**src/rtl/divider_requester_if.sv**
```systemverilog
// Core-side request/response and divider-side start/result signals of the divide requester.
// The master modport is the requester; the slave modport is the core plus divider around it.
interface divider_requester_if #(
    parameter int XLEN = 32
);
    logic            req_valid;
    logic            req_ready;
    logic [2:0]      req_funct3;
    logic [XLEN-1:0] req_a;
    logic [XLEN-1:0] req_b;
    logic            flush;
    logic            result_valid;
    logic [XLEN-1:0] result;
    logic            div_en;
    logic [XLEN-1:0] div_a;
    logic [XLEN-1:0] div_b;
    logic            div_is_signed;
    logic            div_ready;
    logic [XLEN-1:0] div_q;
    logic [XLEN-1:0] div_r;

    modport master (
        input  req_valid, req_funct3, req_a, req_b, flush, div_ready, div_q, div_r,
        output req_ready, result_valid, result, div_en, div_a, div_b, div_is_signed
    );

    modport slave (
        output req_valid, req_funct3, req_a, req_b, flush, div_ready, div_q, div_r,
        input  req_ready, result_valid, result, div_en, div_a, div_b, div_is_signed
    );
endinterface

```
**src/rtl/divider_requester.sv**
```systemverilog
// Execute-stage DIV/DIVU/REM/REMU initiator: special cases and last-result hits return 1 cycle after accept,
// otherwise 36 cycles via the divider; one op in flight, req_ready low outside IDLE.
module divider_requester #(
    parameter bit CACHE_EN = 1'b1,
    parameter int XLEN     = 32
) (
    input  logic                  clk,
    input  logic                  rst,
    divider_requester_if.master   bus
);
    typedef enum logic [1:0] {IDLE, ISSUE, WAIT, RESP} state_t;

    localparam logic [XLEN-1:0] MIN_INT = {1'b1, {(XLEN-1){1'b0}}};

    state_t          state;
    logic [XLEN-1:0] op_a, op_b, res_q, res_r;
    logic            op_signed, op_rem, saw_busy, drop;
    logic            cache_valid, cache_signed;
    logic [XLEN-1:0] cache_a, cache_b, cache_q, cache_r;

    logic accept, in_signed, b_zero, ovf, hit, dropping;

    assign accept    = bus.req_valid && (state == IDLE) && !bus.flush;
    assign in_signed = !bus.req_funct3[0];
    assign b_zero    = (bus.req_b == '0);
    assign ovf       = in_signed && (bus.req_a == MIN_INT) && (bus.req_b == '1);
    assign hit       = CACHE_EN && cache_valid && (bus.req_a == cache_a) &&
                       (bus.req_b == cache_b) && (in_signed == cache_signed);
    assign dropping  = drop || bus.flush;

    assign bus.req_ready     = (state == IDLE);
    assign bus.div_en        = (state == ISSUE) && bus.div_ready && !bus.flush;
    assign bus.div_a         = op_a;
    assign bus.div_b         = op_b;
    assign bus.div_is_signed = op_signed;
    assign bus.result_valid  = (state == RESP) && !bus.flush;
    assign bus.result        = op_rem ? res_r : res_q;

    always_ff @(posedge clk) begin
        if (rst) begin
            state        <= IDLE;
            op_a         <= '0;
            op_b         <= '0;
            op_signed    <= 1'b0;
            op_rem       <= 1'b0;
            res_q        <= '0;
            res_r        <= '0;
            saw_busy     <= 1'b0;
            drop         <= 1'b0;
            cache_valid  <= 1'b0;
            cache_signed <= 1'b0;
            cache_a      <= '0;
            cache_b      <= '0;
            cache_q      <= '0;
            cache_r      <= '0;
        end else begin
            case (state)
                IDLE: begin
                    if (accept) begin
                        op_a      <= bus.req_a;
                        op_b      <= bus.req_b;
                        op_signed <= in_signed;
                        op_rem    <= bus.req_funct3[1];
                        drop      <= 1'b0;
                        if (b_zero) begin
                            res_q <= '1;
                            res_r <= bus.req_a;
                            state <= RESP;
                        end else if (ovf) begin
                            res_q <= MIN_INT;
                            res_r <= '0;
                            state <= RESP;
                        end else if (hit) begin
                            res_q <= cache_q;
                            res_r <= cache_r;
                            state <= RESP;
                        end else begin
                            state <= ISSUE;
                        end
                    end
                end
                ISSUE: begin
                    if (bus.flush) begin
                        state <= IDLE;
                    end else if (bus.div_ready) begin
                        saw_busy <= 1'b0;
                        state    <= WAIT;
                    end
                end
                WAIT: begin
                    if (bus.flush) drop <= 1'b1;
                    if (!bus.div_ready) begin
                        saw_busy <= 1'b1;
                    end else if (!saw_busy) begin
                        // Start landed in the divider's done cycle and was ignored; nothing runs for
                        // this op, so a killed op simply leaves.
                        state <= dropping ? IDLE : ISSUE;
                    end else begin
                        cache_valid  <= 1'b1;
                        cache_a      <= op_a;
                        cache_b      <= op_b;
                        cache_signed <= op_signed;
                        cache_q      <= bus.div_q;
                        cache_r      <= bus.div_r;
                        res_q        <= bus.div_q;
                        res_r        <= bus.div_r;
                        state        <= dropping ? IDLE : RESP;
                    end
                end
                RESP: begin
                    state <= IDLE;
                end
                default: state <= IDLE;
            endcase
        end
    end
endmodule
```
**src/flat_wrapper.sv**
```systemverilog
// flat-port wrapper written by rule: the top's interface ports become plain ports
module divider_requester_flat 
#(
    parameter bit CACHE_EN = 1'b1,
    parameter int XLEN     = 32
)
  (clk, rst, bus_req_valid, bus_req_funct3, bus_req_a, bus_req_b, bus_flush, bus_div_ready, bus_div_q, bus_div_r, bus_req_ready, bus_result_valid, bus_result, bus_div_en, bus_div_a, bus_div_b, bus_div_is_signed);
  divider_requester_if #(.XLEN(XLEN)) bus_i ();
  input  logic clk;
  input  logic rst;
  input wire logic [$bits(bus_i.req_valid)-1:0] bus_req_valid;
  input wire logic [$bits(bus_i.req_funct3)-1:0] bus_req_funct3;
  input wire logic [$bits(bus_i.req_a)-1:0] bus_req_a;
  input wire logic [$bits(bus_i.req_b)-1:0] bus_req_b;
  input wire logic [$bits(bus_i.flush)-1:0] bus_flush;
  input wire logic [$bits(bus_i.div_ready)-1:0] bus_div_ready;
  input wire logic [$bits(bus_i.div_q)-1:0] bus_div_q;
  input wire logic [$bits(bus_i.div_r)-1:0] bus_div_r;
  output wire logic [$bits(bus_i.req_ready)-1:0] bus_req_ready;
  output wire logic [$bits(bus_i.result_valid)-1:0] bus_result_valid;
  output wire logic [$bits(bus_i.result)-1:0] bus_result;
  output wire logic [$bits(bus_i.div_en)-1:0] bus_div_en;
  output wire logic [$bits(bus_i.div_a)-1:0] bus_div_a;
  output wire logic [$bits(bus_i.div_b)-1:0] bus_div_b;
  output wire logic [$bits(bus_i.div_is_signed)-1:0] bus_div_is_signed;
  assign bus_i.req_valid = bus_req_valid;
  assign bus_i.req_funct3 = bus_req_funct3;
  assign bus_i.req_a = bus_req_a;
  assign bus_i.req_b = bus_req_b;
  assign bus_i.flush = bus_flush;
  assign bus_i.div_ready = bus_div_ready;
  assign bus_i.div_q = bus_div_q;
  assign bus_i.div_r = bus_div_r;
  assign bus_req_ready = bus_i.req_ready;
  assign bus_result_valid = bus_i.result_valid;
  assign bus_result = bus_i.result;
  assign bus_div_en = bus_i.div_en;
  assign bus_div_a = bus_i.div_a;
  assign bus_div_b = bus_i.div_b;
  assign bus_div_is_signed = bus_i.div_is_signed;
  divider_requester #(.CACHE_EN(CACHE_EN), .XLEN(XLEN)) u_core (.clk(clk), .rst(rst), .bus(bus_i));
endmodule
```
**config.mk**
```make
export PLATFORM = sky130hd
export DESIGN_NAME = divider_requester_flat
export DESIGN_NICKNAME = d
export VERILOG_FILES = /design/src/rtl/divider_requester_if.sv /design/src/rtl/divider_requester.sv /design/src/flat_wrapper.sv
export SDC_FILE = /design/constraint.sdc
export NUM_CORES = 1
export LEC_CHECK = 0
export CORE_MARGIN = 3
export CORE_UTILIZATION = 47
export CTS_CLUSTER_DIAMETER = 150
export DETAILED_ROUTE_END_ITERATION = 8
export GPL_TIMING_DRIVEN = 0
export PLACE_DENSITY = 0.8
export SYNTH_ARGS = -nofsm -noshare
export SYNTH_HDL_FRONTEND = slang
export SYNTH_SLANG_ARGS = --single-unit
```
**constraint.sdc**
```tcl
create_clock -name clk -period 2.7 [get_ports clk]
set_input_delay 0.54 -clock clk [delete_from_list [all_inputs] [get_ports clk]]
set_output_delay 0.54 -clock clk [all_outputs]
set_load 0.05 [all_outputs]
```
==> run summary <==
Status -> complete, but fails checks
Violations in the final reports -> setup timing
Seq cells post-synth -> 264
Total number of H-tree levels -> 1
Seq pwr share -> 0.432
Ratio of cells with drive above 1 in the final layout -> 0.138
Number of synthesis warnings -> 0
Share of total power in the clock network -> 0.446
Setup slack after layout -> -49.6 ps
Die Outline Area -> 0.0281 mm2
Half-perimeter wire length after placement -> 33200 um
Vias after detailed routing -> 13100
Seq/Total Area, Yosys -> 0.430
Initial antenna violation count -> 5
Die outline height -> 168 um
Number of hold violations in the final report -> 0
Post-detailed-placement cell area -> 0.0150 mm2
Sw frac -> 0.264
Cell Pwr Density -> 552 mW/mm2
Global Route Usage Sum -> 0.304
Count of filler cells inserted in the layout -> 2044
Number of enable flip-flop cells after synthesis -> 0
Headroom to the max-slew limit -> 0.275
DR WL/cell -> 21.8 um
Count of unique library cells instantiated by Yosys -> 44
Critical Setup Path Class -> in -> reg
First drt pass iteration count -> 8
Clock Tree Buf Depth -> 3
Dominant register cell in the synthesized netlist -> sky130_fd_sc_hd__dfxtp_1
Final standard cell utilization of the core -> 0.659
Die width -> 168 um
Clock tree from TritonCTS -> yes
Finished Cell Area -> 0.0168 mm2
Reg area -> 0.00529 mm2
Internal power component -> 6.83 mW
Number of primary I/O pins -> 236
Placement Rows -> 58
Hold Worst Slack -> 251 ps
Final antenna-violating net count -> 0
Category of the worst setup path capture point -> flop
Element type at the critical path start -> input port
FF-to-FF path depth -> 10
Standard cell core area -> 0.0255 mm2
Required time at the endpoint of the critical path -> 3140 ps
Leftover overflow at the end of global routing -> 0
Period minus WS final -> 2750 ps
Routed wire length -> 46600 um
Async set or reset register ratio after synthesis -> 0
Initial core utilization -> 0.482
Via count of the first global-routing pass -> 12300
Gpl congestion -> 0.941
Syn avg cell area -> 8.17 um2
Leakage -> 6.32 nW
Max-slew violation count -> 0
Final Cycle Share -> 1.02
Most frequent cells in the layout -> 456 x sky130_fd_sc_hd__nand2_1, 263 x sky130_fd_sc_hd__dfxtp_1, 196 x sky130_fd_sc_hd__a21oi_1
Most common library cell in the layout ignoring fill and taps -> sky130_fd_sc_hd__nand2_1
Number of port buffers -> 231
Number of endpoints failing setup at the final stage -> 8
Worst setup skew after layout -> 8.64 ps
Area of the mapped netlist -> 0.0123 mm2
Later-pin clock latency in the skew report -> 550 ps
Slew of the pin with the lowest slew margin -> 1090 ps
Class of the most critical hold timing path -> in -> reg
Switching Power -> 2.45 mW
Clock edge transition at the registers on the reported setup and hold paths -> 60 ps
Sink Count -> 264
Maximum capacitance violations -> 0
Pin count of the biggest net entering global routing -> 14
Maximum operating frequency -> 364 MHz
Number of nets in the finished design -> 1915
Share of total power in combinational logic -> 0.123
Buffer cell driving the clock tree root -> sky130_fd_sc_hd__clkbuf_16
Via density per instance -> 6.13
Largest driver fanout on the critical path -> 6
Wire length of the first global-routing pass -> 68400 um
Worst IR drop on VDD -> 396 uV
# DRC -> 0
Number of instances in the synthesized netlist -> 1504
Hold-critical path depth -> 3
Data arrival, critical path -> 3190 ps
Unrepaired setup endpoints after global routing -> true
Layout-stage area growth over the synthesis result -> 36.7%
Net count after synthesis -> 1640
Starting DRC count in detailed routing -> 1710
Multi-input gate area in the final layout -> 0.00696 mm2
TritonCTS buffer count -> 29
==> what timing repair did <==
| item | 4_1_cts | 5_1_grt |
|---|---|---|
| gates cloned | 1 | 7 |
| resized for setup | 191 | 96 |
| pin swaps | 23 | 65 |
| setup endpoints to repair | 125 | 97 |
| buffers inserted | 5 | 3 |
| hold buffers | 0 | 0 |
==> power groups by stage <==
stage	Clock [mW]	Combinational, mW	Sequential (mW)
global placement	0	1.05	4.09
floorplan	0	0.355	4.24
CTS	4.11	1.06	4.00
detailed placement	0	1.06	4.09
finish	4.14	1.14	4.00
global route	4.27	1.19	4.01
==> worst paths after layout <==
path | from | to | slack (ps)
setup / recovery | bus_req_b[21] | u_core.res_q[29] | -50
hold / removal | bus_req_a[9] | u_core.bus.div_a[9] | 250
setup reg to reg | u_core.state[1] | u_core.res_q[29] | 0
hold reg to reg | u_core.cache_r[20] | u_core.cache_r[20] | 460
==> logic make-up after synthesis <==
family,count (synthesis),synth area share
and+or+nand+nor,661,0.242
AOI/OAI and AO/OA,343,0.208
DFF,264,0.430
buffers and inverters,147,0.0493
xor gates and xnor gates,57,0.0406
muxes,32,0.0293
==> stage by stage <==
step	std cells	setup TNS (ps)	setup slack [ps]	power [mW]
floorplan	1504	-6660	-113	4.60
global route	2136	-930	-104	9.46
finish	2136	-266	-49.6	9.28
CTS	2121	0	4.99	9.17
global placement	2065	-111040	-1380	5.14
detailed placement	2065	-114310	-1400	5.15
==> flip-flops by register name, indices dropped and copies added, names as in the netlist, 2 cells and up <==
name and count:
u_core.cache_r 32, u_core.cache_a 32, u_core.bus.div_b 32, u_core.cache_q 32
u_core.res_q 32, u_core.cache_b 32, u_core.bus.div_a 32, u_core.res_r 32
u_core.state 2
==> routing by layer <==
metal,track usage,part of all wire
met1,0.407,0.39
met2,0.478,0.44
met3,0.0595,0.11
met4,0.134,0.054
met5,0,0
==> critical path, stage by stage <==
cell and delay, ps:
sky130_fd_sc_hd__dlygate4sd2_1 340, sky130_fd_sc_hd__nand4_1 210, sky130_fd_sc_hd__nor4_2 330, sky130_fd_sc_hd__nand4_1 130, sky130_fd_sc_hd__or4_4 550, sky130_fd_sc_hd__a31o_1 260, sky130_fd_sc_hd__and2_4 200, sky130_fd_sc_hd__buf_12 160
sky130_fd_sc_hd__buf_12 140, sky130_fd_sc_hd__o41ai_4 320
==> cell usage after synthesis (2+ instances only) <==
library cell               instances  area, um2
sky130_fd_sc_hd__a21boi_0         31        233
sky130_fd_sc_hd__dfxtp_1         264       5290
sky130_fd_sc_hd__o41ai_2          59        960
sky130_fd_sc_hd__mux2_2           32        360
sky130_fd_sc_hd__nand3_1           4       20.0
sky130_fd_sc_hd__nand4b_1         65        569
sky130_fd_sc_hd__nor4_1           19        119
sky130_fd_sc_hd__a221oi_1          2       17.5
sky130_fd_sc_hd__xor2_1            4       35.0
sky130_fd_sc_hd__o22ai_1           4       25.0
sky130_fd_sc_hd__nor4b_1           2       17.5
sky130_fd_sc_hd__a211oi_1          2       15.0
sky130_fd_sc_hd__buf_6             7       78.8
sky130_fd_sc_hd__nor2_1           75        282
sky130_fd_sc_hd__inv_1            12       45.0
sky130_fd_sc_hd__nand2_1         456       1710
sky130_fd_sc_hd__a21oi_1         196        981
sky130_fd_sc_hd__o41ai_1           4       35.0
sky130_fd_sc_hd__a22oi_1           3       22.5
sky130_fd_sc_hd__o21ai_0           4       20.0
sky130_fd_sc_hd__nand4_1          23        144
sky130_fd_sc_hd__clkbuf_1        113        424
sky130_fd_sc_hd__a31oi_1          32        200
sky130_fd_sc_hd__xnor2_1          53        464
sky130_fd_sc_hd__nor3_1            4       20.0
sky130_fd_sc_hd__or4_1             3       22.5
sky130_fd_sc_hd__buf_1            14       52.6
==> cell type report <==
class / instances / share of cell area
Multi-Input combinational cell: 1093 / 0.414
Buffer: 132 / 0.0396
Antenna cell: 5 / 0.000745
Timing Repair Buffer: 247 / 0.145
Sequential cell: 264 / 0.315
Clock buffer: 41 / 0.0506
Clock inverter: 12 / 0.00819
Inverter: 12 / 0.00268
Tap cell: 330 / 0.0246
Note: power is estimated with default switching activity, not from simulation.
